==> src/rtl/rf_wport_arbiter.sv <==
// Purpose: arbitrates the register-file write port between WB and queued MDU results, with busy scoreboard.
// Latency: port outputs are combinational; an MDU result can reach the port the cycle after it is pushed.
// Backpressure: mdu_ready drops when the FIFO is full; wb_hold stalls WB while a starved FIFO head is forced out.
module rf_wport_arbiter #(
    parameter int DEPTH      = 2,
    parameter int STARVE_MAX = 4
) (
    input  logic                    clk,
    input  logic                    rst,
    input  logic                    wb_we,
    input  logic [4:0]              wb_addr,
    input  logic [31:0]             wb_data,
    output logic                    wb_hold,
    input  logic                    mdu_issue,
    input  logic [4:0]              mdu_issue_addr,
    output logic                    mdu_issue_rdy,
    input  logic                    mdu_valid,
    input  logic [4:0]              mdu_addr,
    input  logic [31:0]             mdu_data,
    output logic                    mdu_ready,
    input  logic [4:0]              dec_ra,
    input  logic [4:0]              dec_rb,
    input  logic [4:0]              dec_rd,
    output logic                    hazard,
    output logic                    rf_L_S,
    output logic [4:0]              rf_Wt_addr,
    output logic [31:0]             rf_Wt_data,
    output logic [31:0]             busy_mask,
    output logic [$clog2(DEPTH):0]  fifo_count
);

    localparam int PW = $clog2(DEPTH);
    localparam int CW = PW + 1;
    localparam int SW = $clog2(STARVE_MAX + 1);
    localparam logic [CW-1:0] DEPTH_C  = CW'(DEPTH);
    localparam logic [SW-1:0] STARVE_C = SW'(STARVE_MAX);

    typedef enum logic {ST_NORMAL, ST_FORCE} state_t;

    state_t          state_q, state_d;
    logic [4:0]      addr_mem_q [DEPTH];
    logic [4:0]      addr_mem_d [DEPTH];
    logic [31:0]     data_mem_q [DEPTH];
    logic [31:0]     data_mem_d [DEPTH];
    logic [PW-1:0]   wr_ptr_q, wr_ptr_d;
    logic [PW-1:0]   rd_ptr_q, rd_ptr_d;
    logic [CW-1:0]   count_q, count_d;
    logic [SW-1:0]   starve_q, starve_d;
    logic [31:0]     busy_q, busy_d;

    logic            wb_req;
    logic            wb_win;
    logic            fifo_empty;
    logic            fifo_drive;
    logic            push;
    logic            pop;
    logic [4:0]      head_addr;
    logic [31:0]     head_data;

    assign wb_req     = wb_we && (wb_addr != 5'd0);
    assign fifo_empty = (count_q == '0);
    assign head_addr  = addr_mem_q[rd_ptr_q];
    assign head_data  = data_mem_q[rd_ptr_q];
    // In FORCE the head owns the port regardless of WB; otherwise WB has priority.
    assign fifo_drive = !fifo_empty && ((state_q == ST_FORCE) || !wb_req);
    assign wb_win     = wb_req && (state_q == ST_NORMAL);
    assign mdu_ready  = (count_q < DEPTH_C);
    assign push       = mdu_valid && mdu_ready;
    assign pop        = fifo_drive;

    assign wb_hold       = (state_q == ST_FORCE);
    assign fifo_count    = count_q;
    assign busy_mask     = busy_q;
    assign mdu_issue_rdy = !busy_q[mdu_issue_addr];
    // busy[0] is held at 0, so a zero register index can never raise a hazard.
    assign hazard        = busy_q[dec_ra] | busy_q[dec_rb] | busy_q[dec_rd];

    // Write-port mux: FIFO head, WB, or idle (all zero).
    always_comb begin
        rf_L_S     = 1'b0;
        rf_Wt_addr = 5'd0;
        rf_Wt_data = 32'd0;
        if (fifo_drive) begin
            rf_L_S     = 1'b1;
            rf_Wt_addr = head_addr;
            rf_Wt_data = head_data;
        end else if (wb_win) begin
            rf_L_S     = 1'b1;
            rf_Wt_addr = wb_addr;
            rf_Wt_data = wb_data;
        end
    end

    // Next-state for FIFO storage, pointers, occupancy, starvation counter, FSM and scoreboard.
    always_comb begin
        addr_mem_d = addr_mem_q;
        data_mem_d = data_mem_q;
        wr_ptr_d   = wr_ptr_q;
        rd_ptr_d   = rd_ptr_q;
        count_d    = count_q;
        starve_d   = starve_q;
        busy_d     = busy_q;

        if (push) begin
            addr_mem_d[wr_ptr_q] = mdu_addr;
            data_mem_d[wr_ptr_q] = mdu_data;
            wr_ptr_d             = wr_ptr_q + 1'b1;
        end
        if (pop) begin
            rd_ptr_d = rd_ptr_q + 1'b1;
        end
        case ({push, pop})
            2'b10:   count_d = count_q + 1'b1;
            2'b01:   count_d = count_q - 1'b1;
            default: count_d = count_q;
        endcase

        // Count consecutive losses of a waiting head to WB; any pop resets it.
        if (pop) begin
            starve_d = '0;
        end else if (wb_win && !fifo_empty && (starve_q != STARVE_C)) begin
            starve_d = starve_q + 1'b1;
        end

        state_d = ST_NORMAL;
        if ((state_q == ST_NORMAL) && (starve_d == STARVE_C)) begin
            state_d = ST_FORCE;
        end

        // Issue never targets a busy register, so clearing before setting cannot lose an update.
        if (pop) begin
            busy_d[head_addr] = 1'b0;
        end
        if (mdu_issue && mdu_issue_rdy && (mdu_issue_addr != 5'd0)) begin
            busy_d[mdu_issue_addr] = 1'b1;
        end
        busy_d[0] = 1'b0;
    end

    // State registers; reset discards any queued results and reservations.
    always_ff @(posedge clk or negedge rst) begin
        if (!rst) begin
            state_q  <= ST_NORMAL;
            wr_ptr_q <= '0;
            rd_ptr_q <= '0;
            count_q  <= '0;
            starve_q <= '0;
            busy_q   <= '0;
            for (int i = 0; i < DEPTH; i++) begin
                addr_mem_q[i] <= 5'd0;
                data_mem_q[i] <= 32'd0;
            end
        end else begin
            state_q    <= state_d;
            wr_ptr_q   <= wr_ptr_d;
            rd_ptr_q   <= rd_ptr_d;
            count_q    <= count_d;
            starve_q   <= starve_d;
            busy_q     <= busy_d;
            addr_mem_q <= addr_mem_d;
            data_mem_q <= data_mem_d;
        end
    end

endmodule
==> config.mk <==
export PLATFORM = sky130hd
export DESIGN_NAME = rf_wport_arbiter
export DESIGN_NICKNAME = d
export VERILOG_FILES = /design/src/rtl/rf_wport_arbiter.sv
export SDC_FILE = /design/constraint.sdc
export NUM_CORES = 1
export LEC_CHECK = 0
export ABC_AREA = 1
export CAP_MARGIN = 20
export CORE_MARGIN = 3
export CORE_UTILIZATION = 55
export CTS_CLUSTER_DIAMETER = 60
export DETAILED_ROUTE_END_ITERATION = 12
export DONT_BUFFER_PORTS = 1
export GPL_ROUTABILITY_DRIVEN = 0
export PLACE_DENSITY = 0.81
export SYNTH_ARGS = -nofsm -noshare
export SYNTH_HDL_FRONTEND = slang
export SYNTH_SLANG_ARGS = --single-unit
==> constraint.sdc <==
create_clock -name clk -period 3.21 [get_ports clk]
set_clock_uncertainty 0.1 [all_clocks]
set_input_delay 0.642 -clock clk [delete_from_list [all_inputs] [get_ports clk]]
set_output_delay 0.642 -clock clk [all_outputs]
set_load 0.005 [all_outputs]
==> flow_summary.json, run 1 <==
{
  "via_per_inst": 5.85,
  "vias": 6422,
  "critPathLaunchType": "flip-flop",
  "fill_cells": 1063,
  "totalWireLength_um": 18800,
  "setup_ws_ns": 0.420,
  "ys_ff_latch": 113,
  "async_flop_share": 1.00,
  "syn_to_final_growth_pct": 9.42,
  "synth_ff_type": "dfrtp_1",
  "synth.distinct_cells": 35,
  "rsz0062_at_grt": "false",
  "drive_above_1_share": 0.0660,
  "worstMarginPinSlew_ns": 0.707,
  "holdWs_ns": -0.173,
  "antenna_left": 0,
  "antenna_found_initial": 0,
  "drt_iter0_drc": 848,
  "layout_commonest_cell": "nand2_1",
  "powerDensity_nw_per_um2": 987,
  "coreArea_sq_um": 11700,
  "yosys.area.top_type_share": 0.419,
  "synth_nets": 1062,
  "max_slew_margin": 0.524,
  "h-tree-depth": 4,
  "status": "complete, but fails checks",
  "seq_area_frac_synth": 0.419,
  "cts-root-buf": "clkbuf_16",
  "cts_made_buffers": 17,
  "grt-ovfl-total": 0,
  "synth_cells": 960,
  "drv_cap": 0,
  "leakage_uw": 0.00381,
  "min_period_ns": 2.79,
  "drtPass1Iterations": 5,
  "clk_latency_ns": 0.41,
  "grt_first_pass_wirelength_um": 29400,
  "postPlaceCellArea_sq_um": 6770,
  "nNetsFinal": 1043,
  "slew_viol_final": 0,
  "hp-class": "in -> async",
  "peakVddDrop_uv": 797,
  "avgSynthCellArea_sq_um": 7.03,
  "die_x_um": 117,
  "start_util": 0.576,
  "ios": 175,
  "critPathKind": "reg -> out",
  "failed_checks": "negative hold slack",
  "clock_sinks": 113,
  "synthTopCellsByArea": "dfrtp_1 42%, nand2_1 17%, o21ai_0 10%, nand3_1 6.9%, inv_1 5.0%",
  "cts_resized": 0,
  "post-place-ws_ns": 0.621,
  "io_buffer_count": 0,
  "period_share": 0.869,
  "cts_buffer_depth": 2,
  "hold_viol": 113,
  "fp.dieArea_sq_um": 13600,
  "cts_setup_buffers": 0,
  "synth_area_sq_um": 6750,
  "grt_pass1_vias": 5803,
  "post-route-util": 0.631,
  "tns_ns": 0,
  "arrival_ns": 2.05,
  "routedWlPerCell_um": 17.1,
  "end_kind": "output port",
  "diodes": 0,
  "finalSetupViolations": 0,
  "ys.warnings.count": 0,
  "rows": 39,
  "cts_tree": "built",
  "post-route-cell-area_sq_um": 7390,
  "die_h_um": 117,
  "crit_required_ns": 2.47,
  "dp_hpwl_um": 13000,
  "track_usage": 0.277,
  "clk_pin_slew_ns": 0.05,
  "synth_top_cell_by_area": "dfrtp_1",
  "fmax_mhz": 358,
  "critPathMaxFanout": 36,
  "synth_edf_count": 0,
  "grt_start_max_net_pins": 114,
  "drc_errors": 0,
  "final_cell_mix": "307 x nand2_1, 141 x o21ai_0, 113 x dfrtp_1"
}
-- synth_stat cells (3+ instances only) --
cell type  count
ha_1           3
dfrtp_1      113
clkbuf_1      32
nor2_2         4
o211ai_1       4
nand2_1      307
inv_2          7
a21o_1        32
nor2_1        23
o22ai_1        3
nor3_4         3
inv_1         90
o21ai_0      141
nand3_1       93
nor3_2         4
buf_6          6
a21oi_1       60
buf_2          7
or2_1          5
-- logic make-up after synthesis --
group	share of synthesized area
AOI/OAI and AO/OA	0.197
xor gates and xnor gates	0.00389
adders and majority gates	0.00556
buffers and inverters	0.0892
DFF	0.419
other	0.000556
and+or+nand+nor	0.285
-- state kept, by name, summed over array words and instances, names as in the netlist --
register / flops
addr_mem_q: 10
busy_mask: 31
data_mem_q: 64
fifo_count: 2
rd_ptr_q: 1
starve_q: 3
wb_hold: 1
wr_ptr_q: 1
-- where the power goes --
group          switching [uW]  leakage [uW]  internal, uW
clock                     636      0.000288          1320
sequential                743       0.00141          2090
combinational            1620       0.00212           878
-- worst max-delay path, stage by stage, from the launching register on --
cell and delay, ns:
dfrtp_1 0.42, nor2_1 0.19, nand2_1 0.19, inv_2 0.52, nand2_1 0.08, o21ai_0 0.10, buf_4 0.13
-- routing by layer --
layer / GRT usage / share of wire
met5: 0 / 0
met4: 0.107 / 0.022
met1: 0.359 / 0.40
met3: 0.0992 / 0.12
met2: 0.427 / 0.47
-- final timing paths --
check	from	to	slack, ns	cells after the start
setup / recovery	wb_hold$_DFF_PN0_	rf_Wt_addr[2]	0.42	6
hold / removal	rst	data_mem_q[28]$_DFFE_PN0P_	-0.17	0
setup reg to reg	wb_hold$_DFF_PN0_	fifo_count[1]$_DFFE_PN0P_	0.86	9
hold reg to reg	addr_mem_q[0]$_DFFE_PN0P_	addr_mem_q[0]$_DFFE_PN0P_	0.38	2
max in group asynchronous	rst	busy_mask[7]$_DFF_PN0_	3.01	0
min in group clk	mdu_data[1]	data_mem_q[33]$_DFFE_PN0P_	0.29	2
-- cell type report --
type	count	area, sq um	area share
multi-input combinational	702	3330	0.450
clock inverter	9	156	0.0212
tap	143	179	0.0242
sequential	113	2830	0.383
inverter	97	364	0.0493
timing repair buffer	10	75.1	0.0102
clock buffer	23	458	0.0620
-- stage by stage --
step | instances | total power, uW
global route | 1097 | 7850
detailed placement | 1065 | 5280
floorplan | 960 | 4510
finish | 1097 | 7290
CTS | 1097 | 7270
global placement | 1065 | 5200
Power figures use the tool's default switching activity.
==> run 2, diff against run 1 <==
PLACE_DENSITY = 0.73   (was 0.81)
==> flow_summary.json, run 2 (synthesized netlist as in run 1, its figures left out) <==
{
  "powerDensity_nw_per_um2": 987,
  "h-tree-depth": 4,
  "clkPwrFrac": 0.262,
  "rsz0062_at_grt": "false",
  "postPlaceCellArea_sq_um": 6810,
  "arrival_ns": 2.13,
  "cts_setup_buffers": 0,
  "holdWs_ns": -0.184,
  "fp.dieArea_sq_um": 13600,
  "period_share": 0.896,
  "cp_slowest_cell": "nand2_1",
  "cts-root-buf": "clkbuf_16",
  "grt-ovfl-total": 0,
  "ios": 175,
  "leakage_uw": 0.00386,
  "start_util": 0.576,
  "finalSetupViolations": 0,
  "max_slew_margin": 0.539,
  "drt_iter0_drc": 725,
  "critPathKind": "reg -> out",
  "clk_latency_ns": 0.42,
  "crit_required_ns": 2.47,
  "min_period_ns": 2.88,
  "die_h_um": 117,
  "hp-class": "in -> async",
  "totalWireLength_um": 19300,
  "post-route-cell-area_sq_um": 7440,
  "coreArea_sq_um": 11700,
  "clock_sinks": 113,
  "end_kind": "output port",
  "cp.buffers_inverters": 2,
  "worstMarginPinSlew_ns": 0.692,
  "slew_viol_final": 0,
  "track_usage": 0.285,
  "via_per_inst": 5.79,
  "peakVddDrop_uv": 500,
  "largest_register_ffs": 64,
  "grt_first_pass_wirelength_um": 30000,
  "top_register": "data_mem_q",
  "syn_to_final_growth_pct": 10.2,
  "crit_path_cell_trace": "inv_1 -> nand2_1 -> nand2_1 -> inv_1 -> a22o_1",
  "post-place-ws_ns": 0.549,
  "io_buffer_count": 0,
  "routedWlPerCell_um": 17.5,
  "drv_cap": 0,
  "status": "complete, but fails checks",
  "dp_hpwl_um": 13100,
  "seqPwrFrac": 0.394,
  "antenna_found_initial": 0,
  "drtPass1Iterations": 6,
  "grt_start_max_net_pins": 114,
  "die_x_um": 117,
  "fmax_mhz": 348,
  "antenna_left": 0,
  "p_sw_uw": 3100,
  "setup_ws_ns": 0.333,
  "slowest_delay_ns": 0.42,
  "switching_share": 0.422,
  "layout_commonest_cell": "nand2_1",
  "tns_ns": 0,
  "cts_tree": "built",
  "internal-power_uw": 4250,
  "failed_checks": "negative hold slack",
  "p_comb_frac": 0.344,
  "drive_above_1_share": 0.0741,
  "critPathMaxFanout": 13,
  "drc_errors": 0,
  "crit_family": "simple AND/OR/NAND/NOR gates",
  "vias": 6376,
  "clk_pin_slew_ns": 0.06,
  "final_cell_mix": "307 x nand2_1, 141 x o21ai_0, 113 x dfrtp_1",
  "diodes": 0,
  "cts_made_buffers": 17,
  "cts_resized": 0,
  "cts_buffer_depth": 2,
  "critPathLaunchType": "flip-flop",
  "grt_pass1_vias": 5879,
  "hold_viol": 113,
  "nNetsFinal": 1047,
  "rows": 39,
  "fill_cells": 1048
}
[run 2: per-stage QoR]
step                cells  utilization  total power [uW]
floorplan             960            -              4510
global placement     1068        0.581              5280
detailed placement   1068        0.581              5340
CTS                  1100        0.633              7300
global route         1101        0.635              7870
finish               1101        0.635              7340
[run 2: worst register-to-register path, cell delays in order, from the launching register on]
cell and delay, ns:
dfrtp_1 0.40, inv_1 0.24, nand2_1 0.13, nand2_1 0.42, inv_1 0.27, ha_1 0.38
a21oi_1 0.12, o21ai_0 0.11, xor2_1 0.16
[run 2: final timing paths]
path                                       startpoint                    endpoint  slack (ns)  cells past startpoint
min                                               rst      busy_mask[7]$_DFF_PN0_       -0.18                      0
max reg2reg                 fifo_count[1]$_DFFE_PN0P_   fifo_count[1]$_DFFE_PN0P_        0.74                      8
min in group clk                         mdu_data[24]  data_mem_q[24]$_DFFE_PN0P_        0.28                      2
min reg2reg                data_mem_q[30]$_DFFE_PN0P_  data_mem_q[30]$_DFFE_PN0P_        0.38                      2
max in group asynchronous                         rst  data_mem_q[45]$_DFFE_PN0P_        3.03                      0
max                         fifo_count[1]$_DFFE_PN0P_               rf_Wt_addr[3]        0.33                      5
[run 2: power by group through the flow]
stage	registers (uW)	logic (uW)	clock network [uW]
after detailed placement	2860	2480	0
after global placement	2860	2420	0
after floorplan	2520	1980	0
after CTS	2860	2500	1930
final	2890	2530	1920
after global routing	2950	2920	2000
[run 2: final cells by class]
class / count / area (sq um) / area share
Inverter: 97 / 364 / 0.0489
Timing Repair Buffer: 14 / 138 / 0.0185
Clock inverter: 13 / 161 / 0.0217
Clock buffer: 19 / 443 / 0.0595
Sequential cell: 113 / 2830 / 0.380
Tap cell: 143 / 179 / 0.0241
Multi-Input combinational cell: 702 / 3330 / 0.447
[run 2: routing by layer]
metal / global-route usage / vias up / routed length, um
met1: 0.361 / 2916 / 7580
met4: 0.123 / 0 / 601
li1: - / 3105 / -
met3: 0.0910 / 46 / 1960
met2: 0.453 / 309 / 9140
met5: 0 / - / 0
==> run 3, diff against run 2 <==
PLACE_DENSITY = 0.79   (was 0.73)
==> flow_summary.json, run 3 (synthesized netlist as in run 1, its figures left out) <==
{
  "die_x_um": 117,
  "critPathKind": "reg -> out",
  "crit_family": "buffers and inverters",
  "top_register": "data_mem_q",
  "cts_setup_buffers": 0,
  "drt_iter0_drc": 727,
  "cts-root-buf": "clkbuf_16",
  "crit_required_ns": 2.47,
  "fp.dieArea_sq_um": 13600,
  "cts_tree": "built",
  "r2r_cells": 8,
  "worstMarginPinSlew_ns": 0.733,
  "antenna_left": 0,
  "max_slew_margin": 0.506,
  "ios": 175,
  "critPathMaxFanout": 33,
  "status": "complete, but fails checks",
  "drv_cap": 0,
  "drive_above_1_share": 0.0693,
  "powerDensity_nw_per_um2": 989,
  "slowest_delay_ns": 0.42,
  "hold_viol": 113,
  "grt-ovfl-total": 0,
  "cts_resized": 0,
  "final_cells": 1096,
  "totalWireLength_um": 18600,
  "start_util": 0.576,
  "finalSetupViolations": 0,
  "clock_sinks": 113,
  "period_share": 0.930,
  "coreArea_sq_um": 11700,
  "grt_first_pass_wirelength_um": 28900,
  "r2r-end": "fifo_count[1]$_DFFE_PN0P_",
  "tns_ns": 0,
  "r2r_setup_slack_ns": 0.87,
  "die_h_um": 117,
  "cts_buffer_depth": 2,
  "failed_checks": "negative hold slack",
  "rsz0062_at_grt": "false",
  "slew_viol_final": 0,
  "rows": 39,
  "final_cell_mix": "307 x nand2_1, 141 x o21ai_0, 113 x dfrtp_1",
  "vias": 6478,
  "io_buffer_count": 0,
  "end_kind": "output port",
  "peakVddDrop_uv": 568,
  "fmax_mhz": 335,
  "drc_errors": 0,
  "holdWs_ns": -0.169,
  "crit_path_cell_trace": "inv_1 -> nand2_1 -> nand2_1 -> buf_4 -> a21oi_1 -> a21o_1",
  "syn_to_final_growth_pct": 9.81,
  "r2r-start": "fifo_count[1]$_DFFE_PN0P_",
  "leakage_uw": 0.00383,
  "cts_made_buffers": 17,
  "clk_pin_slew_ns": 0.05,
  "grt_pass1_vias": 5740,
  "arrival_ns": 2.24,
  "via_per_inst": 5.91,
  "dp_cells": 1064,
  "diodes": 0,
  "largest_register_ffs": 64,
  "critPathLaunchType": "flip-flop",
  "clk_latency_ns": 0.41,
  "grt_start_max_net_pins": 114,
  "hp-class": "in -> async",
  "track_usage": 0.271,
  "routedWlPerCell_um": 17.0,
  "min_period_ns": 2.99,
  "dp_hpwl_um": 12900,
  "cp_slowest_cell": "dfrtp_1",
  "nNetsFinal": 1043,
  "antenna_found_initial": 0,
  "cp_common_cell": "nand2_1",
  "cp.buffers_inverters": 2,
  "drtPass1Iterations": 6,
  "layout_commonest_cell": "nand2_1",
  "h-tree-depth": 4
}
==> run 3: changes by cell type in the layout (fill, tap and decap cells not counted), sizes merged <==
cell	delta
buf	-4
bufinv	+1
clkinv	-5
clkinvlp	+2
inv	-1
clkbuf	+2
==> run 3: per-stage QoR <==
| stage | worst slack [ns] | total power, uW | utilization | hold slack [ns] | area (sq um) |
|---|---|---|---|---|---|
| 2_1_floorplan | 0.845 | 4510 | - | 0.246 | 6750 |
| 3_3_place_gp | 0.649 | 5210 | 0.578 | 0.249 | 6760 |
| 3_5_place_dp | 0.562 | 5280 | 0.578 | 0.249 | 6760 |
| 4_1_cts | 0.213 | 7290 | 0.631 | -0.187 | 7390 |
| 5_1_grt | 0.0748 | 7870 | 0.633 | -0.187 | 7410 |
| 6_report | 0.224 | 7330 | 0.633 | -0.169 | 7410 |
==> run 3: area by class of cell <==
type                    count  area [sq um]
clock buffers              21           470
clock inverters            10           158
fillers                  1027          4300
inverters                  97           364
multi-input cells         702          3330
flip-flops and latches    113          2830
well taps                 143           179
repair buffers             10          87.6
==> run 3: power by group <==
part           internal (uW)  leakage [uW]  switching, uW
clock network           1350      0.000301            645
logic                    889       0.00212           1590
registers               2090       0.00141            767
total                   4330       0.00383           3000
==> run 3: routing by layer <==
layer  share of wire  global-route usage
met3            0.12              0.0920
met2            0.44               0.408
met1            0.40               0.353
met5               0                   0
met4           0.039               0.129
==> run 3: worst reg2reg max path, delay by kind of cell (launching register included) <==
kind	cells	cell delay [ns]
buf+inv	2	0.50
flops	1	0.42
xor+xnor	1	0.16
compound gates	2	0.22
fa+ha+maj	1	0.37
simple gates	2	0.44
==> run 3: how the worst max path moves through the flow <==
stage	from	to	slack, ns	cells past startpoint
finish	fifo_count[1]$_DFFE_PN0P_	rf_Wt_data[5]	0.22	6
global route	fifo_count[1]$_DFFE_PN0P_	rf_Wt_data[23]	0.07	6
CTS	fifo_count[1]$_DFFE_PN0P_	rf_Wt_data[5]	0.21	6
detailed placement	wb_addr[3]	rf_Wt_data[5]	0.56	7
global placement	wb_we	rf_Wt_addr[2]	0.65	8
floorplan	wb_addr[3]	rf_Wt_data[10]	0.84	8
